**src/rtl/stage_mul_pipe_pkg.sv**
```systemverilog
// stage_mul_pipe_pkg: RV32M multiply encodings, op select enum and default pipe depth.
package stage_mul_pipe_pkg;
  localparam int OPCODE_SIZE = 7;
  localparam int FUNCT7_SIZE = 7;
  localparam int FUNCT3_SIZE = 3;
  localparam logic [OPCODE_SIZE-1:0] OPCODE_OP = 7'b0110011;
  localparam logic [FUNCT7_SIZE-1:0] F7_MULDIV = 7'b0000001;
  localparam logic [FUNCT3_SIZE-1:0] F3_MUL = 3'b000;
  localparam logic [FUNCT3_SIZE-1:0] F3_MULH = 3'b001;
  localparam logic [FUNCT3_SIZE-1:0] F3_MULHSU = 3'b010;
  localparam logic [FUNCT3_SIZE-1:0] F3_MULHU = 3'b011;
  localparam int DEF_MUL_STAGES = 5;
  typedef enum logic [1:0] {MUL_LO, MUL_HSS, MUL_HSU, MUL_HUU} mul_op_e;
endpackage

```
**src/rtl/mul_operand_ext.sv**
```systemverilog
// mul_operand_ext: funct3 to mul_op_e decode plus sign/zero extension of both operands to WD_SIZE+1 bits.
module mul_operand_ext
  import stage_mul_pipe_pkg::*;
#(
  parameter int WD_SIZE = 32
) (
  input  logic [1:0]         funct3,
  input  logic [WD_SIZE-1:0] op1,
  input  logic [WD_SIZE-1:0] op2,
  output mul_op_e            op,
  output logic [WD_SIZE:0]   op1_ext,
  output logic [WD_SIZE:0]   op2_ext
);
  always_comb begin
    op = funct3 == F3_MULH[1:0] ? MUL_HSS :
         funct3 == F3_MULHSU[1:0] ? MUL_HSU :
         funct3 == F3_MULHU[1:0] ? MUL_HUU : MUL_LO;
    op1_ext = {op == MUL_HUU ? 1'b0 : op1[WD_SIZE-1], op1};
    op2_ext = {(op == MUL_LO || op == MUL_HSS) ? op2[WD_SIZE-1] : 1'b0, op2};
  end
endmodule

```
**src/rtl/stage_mul_pipe.sv**
```systemverilog
// stage_mul_pipe: fully pipelined RV32M multiplier (MUL/MULH/MULHSU/MULHU) with tag, stall and flush.
// Define MUL_PERF_CNT_EN to add issued/flushed performance counters.
module stage_mul_pipe
  import stage_mul_pipe_pkg::*;
#(
  parameter int WD_SIZE    = 32,
  parameter int MUL_STAGES = DEF_MUL_STAGES,
  parameter int TAG_SIZE   = 5
) (
  input  logic                   clk,
  input  logic                   reset_n,
`ifdef MUL_PERF_CNT_EN
  output logic [31:0]            perf_mul_issued_o,
  output logic [31:0]            perf_mul_flushed_o,
`endif
  input  logic                   valid_i,
  input  logic [OPCODE_SIZE-1:0] opcode_i,
  input  logic [FUNCT7_SIZE-1:0] funct7_i,
  input  logic [FUNCT3_SIZE-1:0] funct3_i,
  input  logic [WD_SIZE-1:0]     op1_data_i,
  input  logic [WD_SIZE-1:0]     op2_data_i,
  input  logic [TAG_SIZE-1:0]    tag_i,
  input  logic                   stall_i,
  input  logic                   flush_i,
  output logic                   ready_o,
  output logic                   valid_o,
  output logic [WD_SIZE-1:0]     mult_result_o,
  output logic [TAG_SIZE-1:0]    tag_o,
  output logic                   busy_o
);
  logic hit;
  mul_op_e op_d, op_q;
  logic [WD_SIZE:0] a_d, b_d, a_q, b_q;
  logic signed [2*WD_SIZE-1:0] prod;
  logic [WD_SIZE-1:0] res_d;
  logic [MUL_STAGES:1] vld;
  logic [TAG_SIZE-1:0] tag_q [1:MUL_STAGES];
  logic [WD_SIZE-1:0] res_q [2:MUL_STAGES];

  mul_operand_ext #(.WD_SIZE(WD_SIZE)) u_ext (
    .funct3  (funct3_i[1:0]),
    .op1     (op1_data_i),
    .op2     (op2_data_i),
    .op      (op_d),
    .op1_ext (a_d),
    .op2_ext (b_d)
  );

  // Low 2*WD_SIZE bits of the signed product are exact, so the top two bits are never formed.
  always_comb begin
    hit = valid_i && opcode_i == OPCODE_OP && funct7_i == F7_MULDIV && !funct3_i[2];
    prod = $signed({{(WD_SIZE-1){a_q[WD_SIZE]}}, a_q}) * $signed({{(WD_SIZE-1){b_q[WD_SIZE]}}, b_q});
    res_d = op_q == MUL_LO ? prod[WD_SIZE-1:0] : prod[2*WD_SIZE-1:WD_SIZE];
    ready_o = !stall_i;
    valid_o = vld[MUL_STAGES];
    mult_result_o = res_q[MUL_STAGES];
    tag_o = tag_q[MUL_STAGES];
    busy_o = |vld;
  end

  always_ff @(posedge clk)
    if (reset_n && !flush_i && !stall_i && hit) begin
      op_q <= op_d;
      a_q <= a_d;
      b_q <= b_d;
    end

  // Data registers load only behind a valid op so the output holds its last result.
  always_ff @(posedge clk)
    if (!reset_n) begin
      vld <= '0;
      for (int i = 1; i <= MUL_STAGES; i++) tag_q[i] <= '0;
      for (int i = 2; i <= MUL_STAGES; i++) res_q[i] <= '0;
    end else if (flush_i) begin
      vld <= '0;
    end else if (!stall_i) begin
      vld <= {vld[MUL_STAGES-1:1], hit};
      if (hit) tag_q[1] <= tag_i;
      if (vld[1]) res_q[2] <= res_d;
      for (int i = 2; i <= MUL_STAGES; i++)
        if (vld[i-1]) tag_q[i] <= tag_q[i-1];
      for (int i = 3; i <= MUL_STAGES; i++)
        if (vld[i-1]) res_q[i] <= res_q[i-1];
    end

`ifdef MUL_PERF_CNT_EN
  logic [31:0] kill_cnt;

  always_comb begin
    kill_cnt = '0;
    for (int i = 1; i <= MUL_STAGES; i++) kill_cnt = kill_cnt + 32'(vld[i]);
  end

  always_ff @(posedge clk)
    if (!reset_n) begin
      perf_mul_issued_o <= '0;
      perf_mul_flushed_o <= '0;
    end else if (flush_i) begin
      perf_mul_flushed_o <= perf_mul_flushed_o + kill_cnt;
    end else if (!stall_i && hit) begin
      perf_mul_issued_o <= perf_mul_issued_o + 32'd1;
    end
`endif
endmodule

```
**config.mk**
```make
export PLATFORM = sky130hd
export DESIGN_NAME = stage_mul_pipe
export DESIGN_NICKNAME = d
export VERILOG_FILES = /design/src/rtl/stage_mul_pipe_pkg.sv /design/src/rtl/mul_operand_ext.sv /design/src/rtl/stage_mul_pipe.sv
export SDC_FILE = /design/constraint.sdc
export NUM_CORES = 2
export LEC_CHECK = 0
export ABC_AREA = 1
export BUFFER_PORTS_ARGS = -buffer_cell sky130_fd_sc_hd__buf_2
export CAP_MARGIN = 5
export CORE_MARGIN = 5
export CORE_UTILIZATION = 50
export CTS_CLUSTER_DIAMETER = 120
export DETAILED_ROUTE_END_ITERATION = 7
export PLACE_DENSITY_LB_ADDON = 0.2
export SETUP_SLACK_MARGIN = 0.02
export SKIP_LAST_GASP = 1
export SYNTH_ARGS = -nofsm -noshare
export SYNTH_HDL_FRONTEND = slang
export SYNTH_SLANG_ARGS = --single-unit
```
**constraint.sdc**
```tcl
create_clock -name clk -period 7 [get_ports clk]
set_input_delay 0.7 -clock clk [delete_from_list [all_inputs] [get_ports clk]]
set_output_delay 0.7 -clock clk [all_outputs]
set_load 0.02 [all_outputs]
```
**After elaboration in Yosys (flattened, before gate mapping)**

Memory sizes are Yosys's and may differ from the RTL's.
Cells that the tools add are included.

- Register bits after elaboration: 73
- Bits in writable memories: 153
- Bits of input ports: 91
- Word-level logic and storage cells: 79
- Memories kept: 2

- Multiply operators: 1
- Equality and inequality tests: 7
- Muxes and demuxes: 39
- Bitwise logic cells: 10
- Reductions and logical operators: 14

Memory list:

| memory | words | bits a word | rd ports | clocked after memory_dff | write ports | RTL line | RTL |
|---|---|---|---|---|---|---|---|
| res_q | 4 | 32 | 4 | 0 | 4 | stage_mul_pipe.sv:38 | `logic [WD_SIZE-1:0] res_q [2:MUL_STAGES];` |
| tag_q | 5 | 5 | 5 | 0 | 5 | stage_mul_pipe.sv:37 | `logic [TAG_SIZE-1:0] tag_q [1:MUL_STAGES];` |

Operators by type and width:

| cell | count |
|---|---|
| 32-bit two-way mux | 5 |
| 33-bit by 33-bit multiplier with 64-bit output | 1 |
| 1-bit two-way mux | 26 |
| 5-bit two-way mux | 5 |
| 1-bit bitwise OR | 9 |
| 7-bit by 1-bit == test with 1-bit output, second input constant | 1 |
| 7-bit by 6-bit == test with 1-bit output, second input constant | 1 |
| 2-bit == test, second input constant | 3 |
| 1-bit logical AND | 6 |
| 2-bit two-way mux | 3 |
| 5-bit OR reduction | 1 |
| 2-bit by 1-bit == test with 1-bit output, second input constant | 2 |
| 2-bit zero test | 2 |
| 1-bit zero test | 3 |
| 2-bit OR reduction | 1 |
| 1-bit logical OR | 1 |
| 1-bit NOT | 1 |

**Depth between registers and ports, before layout**

- Depth after elaboration: 10
- Mapped depth: 35
- Depth with buffers taken out: 33

**By module**

From an unflattened synthesis, not the netlist that was laid out.

- Cells, all modules: 5896
- Area total of the unflattened synthesis: 49374.9 um2

By module, submodules not included:

| module | times used | cells each | area each (um2) |
|---|---|---|---|
| stage_mul_pipe | 1 | 5826 | 48870.6 |
| mul_operand_ext | 1 | 70 | 504.2 |

**Worst setup path after synthesis**

No wires, ideal clock.

- Path type: reg-to-reg
- Start point: register a_q[32]
- End point: register res_q[1][29] (netlist name)
- Arrival: 7.004 ns
- Data required time: 6.730 ns
- Slack: -0.274 ns
- Stages on the path, launching flop included: 30
- Cells stage by stage: edfxtp_1 -> clkbuf_1 -> nand2_1 -> inv_1 -> fa_1 -> inv_1 -> fa_1 -> inv_1 -> fa_1 -> inv_1 -> fa_1 -> fa_1 -> inv_1 -> fa_1 -> inv_1 -> fa_1 -> fa_1 -> inv_1 -> ha_1 -> nand2_1 -> nor2_1 -> inv_1 -> nor2_1 -> nand2_1 -> nor3_1 -> nand2_1 -> nand3_1 -> nand2_1 -> nand3_1 -> a21oi_1

RTL lines:

| element | RTL line | RTL |
|---|---|---|
| start: declaration | stage_mul_pipe.sv:33 | `logic [WD_SIZE:0] a_d, b_d, a_q, b_q;` |
| start signal: assignment | stage_mul_pipe.sv:64 | `a_q <= a_d;` |

==> flow_metrics.tcl <==
set metrics [dict create \
    status "finished, violations left" \
    violations "negative setup slack" \
    fin_area_mm2 0.05867 \
    syn_avg_cell_area_um2 8.227 \
    rsz0062_at_grt "yes" \
    stdcell_count 7730 \
    ys_top_cells_by_area "fa_1 45%, inv_1 15%, edfxtp_1 13%" \
    startpoint_type "flip-flop" \
    required_ns 7.35 \
    grt_pass1_vias 41660 \
    max-cap-violations 0 \
    grt_max_degree 51 \
    die-height_um 324.7 \
    chipWidth_um 324.7 \
    worstPathArrival_ns 7.61 \
    drt_drc_violations_left 0 \
    clkLatencyLatePin_ns 0.66 \
    num_rows 115 \
    crit_top_cell "fa_2" \
    path_max_fanout 7 \
    timing.final.max_slew_violations 0 \
    final_common_cell "inv_1" \
    min_period_ns 7.261 \
    startpoint "a_q[32]$_SDFFCE_PN0P_" \
    dr.pass1.iters 5 \
    syn_inst 6021 \
    setup_viol 28 \
    syn_area_mm2 0.04953 \
    reg2reg_from "a_q[32]$_SDFFCE_PN0P_" \
    p_per_area_mw_per_mm2 55.32 \
    layout_worst_path_cycle_share_pct 103.7 \
    fill_cells 8800 \
    syn-num-nets 7449 \
    fin_total_pwr_mw 3.246 \
    clockRootBuffer "clkbuf_16" \
    cts_tree "done" \
    dieArea_mm2 0.1055 \
    crit_end "res_q[1][25]$_SDFFCE_PN0P_" \
    crit_family "adder cells" \
    reg2reg_to "res_q[1][25]$_SDFFCE_PN0P_" \
    cp_num_cells 27 \
    yosysUniqueCellTypes 39 \
    track_usage_pct 27.28 \
    clk_pin_slew_ns 0.06 \
    drive_gt1_share_pct 18.22 \
    gp_congestion 0.9364 \
    fin_ws_ns -0.2606 \
    vias_per_cell 4.913 \
    yosysWarnings 0 \
    grt_pass1_wl_mm 228.1 \
    cts.sinks 226 \
    num_io_pins 131 \
    antenna_found_initial 3 \
    ys_seq_area_share_pct 13.60 \
    maxSlewHeadroom_pct 22.74 \
    placed_area_mm2 0.05528 \
    core_mm2 0.09842 \
    syn2layout_area_growth_pct 18.46 \
    vias 37980 \
    nNetsFinal 7847 \
    worst_clock_skew_ns 0.04409 \
    total_leakage_power_nw 33.23 \
    cts_max_path_buffers 3 \
    path_class "flip-flop to flip-flop" \
    cp_num_buf_inv 10 \
    drt-wirelength-per-cell_um 18.24 \
    numPortBuffers 130 \
    ys_seq_elements 226 \
    r2r_slack_ns -0.26 \
    synth_edf_count 221 \
    dpl.cell_count 7601 \
    holdWs_ns 0.2083 \
    place_hpwl_mm 118.0 \
    routed_wl_mm 141.0 \
    reg2regPathDepth 27 \
    drt_iter0_drc 2640 \
    mostFrequentLayoutCells "1,902 x inv_1, 1,396 x nand2_1, 1,088 x fa_1" \
    synth-main-ff-cell "edfxtp_1" \
    fmax_mhz 137.7 \
    finalHoldViolations 0 \
    hold_path.class "input port to flip-flop" \
    initial_utilization_pct 50.33 \
    vdd_drop_max_mv 0.2139 \
    cts_buffers 31 \
    fin_setup_tns_ns -3.777 \
    worstMarginPinSlew_ns 1.155 \
    cpPeakStageDelay_ns 0.66 \
    crit_slowest_cell "fa_2" \
    ant_nets 0 \
    gr-total-overflow 0 \
    place_ws_ns -0.4851 \
    yosysTopAreaCell "fa_1" \
    synthArstFlopShare_pct 0 \
    final_util_pct 59.62 \
    synth_top_area_share_pct 45.47 \
    setup.worst_path.end_class "flip-flop" \
    h-tree-depth 1 \
]
## cells in the mapped netlist (7+ instances only)
library cell  number
a21oi_1          114
buf_4             37
clkbuf_1         280
edfxtp_1         221
fa_1            1125
ha_1             212
inv_1           1977
nand2_1         1490
nand2_2            7
nand3_1          106
nand3_2            7
nand4_1           21
nor2_1           266
nor2_2            10
nor3_1            11
o21ai_0           56
o21bai_1          16
or2_2              9
xor2_1             9
## flip-flops by register name, summed over array words and instances, names as in the netlist
| signal | cells |
|---|---|
| op_q | 2 |
| b_q | 33 |
| vld | 5 |
| tag_q | 25 |
| res_q | 128 |
| a_q | 33 |
## cell families after synthesis
family                   count (synthesis)  share of synthesized area, %
AO/OA/AOI/OAI                          199                         2.152
XOR/XNOR                                10                        0.1768
adder cells (fa/ha/maj)               1337                         50.82
buffers and inverters                 2304                         17.75
flip-flops                             226                         13.60
AND/OR/NAND/NOR                       1945                         15.50
## how the worst min path moves through the flow
stage                              startpoint  slack (ns)             endpoint  depth (start not counted)
after floorplan           vld[3]$_SDFFE_PP0N_        0.47  vld[3]$_SDFFE_PP0N_                          2
after global placement    vld[5]$_SDFFE_PP0N_        0.48  vld[5]$_SDFFE_PP0N_                          2
after detailed placement  vld[5]$_SDFFE_PP0N_        0.49  vld[5]$_SDFFE_PP0N_                          2
after CTS                       op2_data_i[5]        0.16     b_q[5]$_DFFE_PP_                          1
after global routing           op1_data_i[11]        0.19    a_q[11]$_DFFE_PP_                          1
final                           op2_data_i[5]        0.21     b_q[5]$_DFFE_PP_                          1
## per-layer routing
| layer | part of all wire, % | GRT usage [%] | vias up | wire (um) |
|---|---|---|---|---|
| li1 | - | - | 17470 | - |
| met1 | 41 | 35.68 | 19130 | 57460 |
| met2 | 50 | 48.13 | 1111 | 70050 |
| met3 | 5.7 | 3.043 | 268 | 7987 |
| met4 | 3.9 | 8.336 | 2 | 5473 |
| met5 | 0.0050 | 0 | - | 7 |
## cell type report
| type | count | area (um^2) | share of cell area (%) |
|---|---|---|---|
| Inverter | 1981 | 7458 | 12.71 |
| Clock buffer | 35 | 790.8 | 1.348 |
| Timing Repair Buffer | 688 | 6071 | 10.35 |
| Tap cell | 1287 | 1610 | 2.744 |
| Antenna cell | 1 | 2.502 | 0.004265 |
| Clock inverter | 21 | 219.0 | 0.3732 |
| Multi-Input combinational cell | 3491 | 35790 | 60.99 |
| Sequential cell | 226 | 6736 | 11.48 |
## where the power goes
part	total [mW]	switching [mW]	internal [mW]
Combinational	0.0972	0.0621	0.0351
Clock	1.62	0.698	0.926
Sequential	1.52	0.0110	1.51
Total	3.25	0.771	2.48
## what timing repair did
action	in CTS	in global routing
buffers inserted	30	35
endpoints found under the setup margin	32	32
hold buffers	0	0
gates cloned	1	6
pin swaps	101	114
resized for setup	285	211
Note: power is estimated with default switching activity, not from simulation.
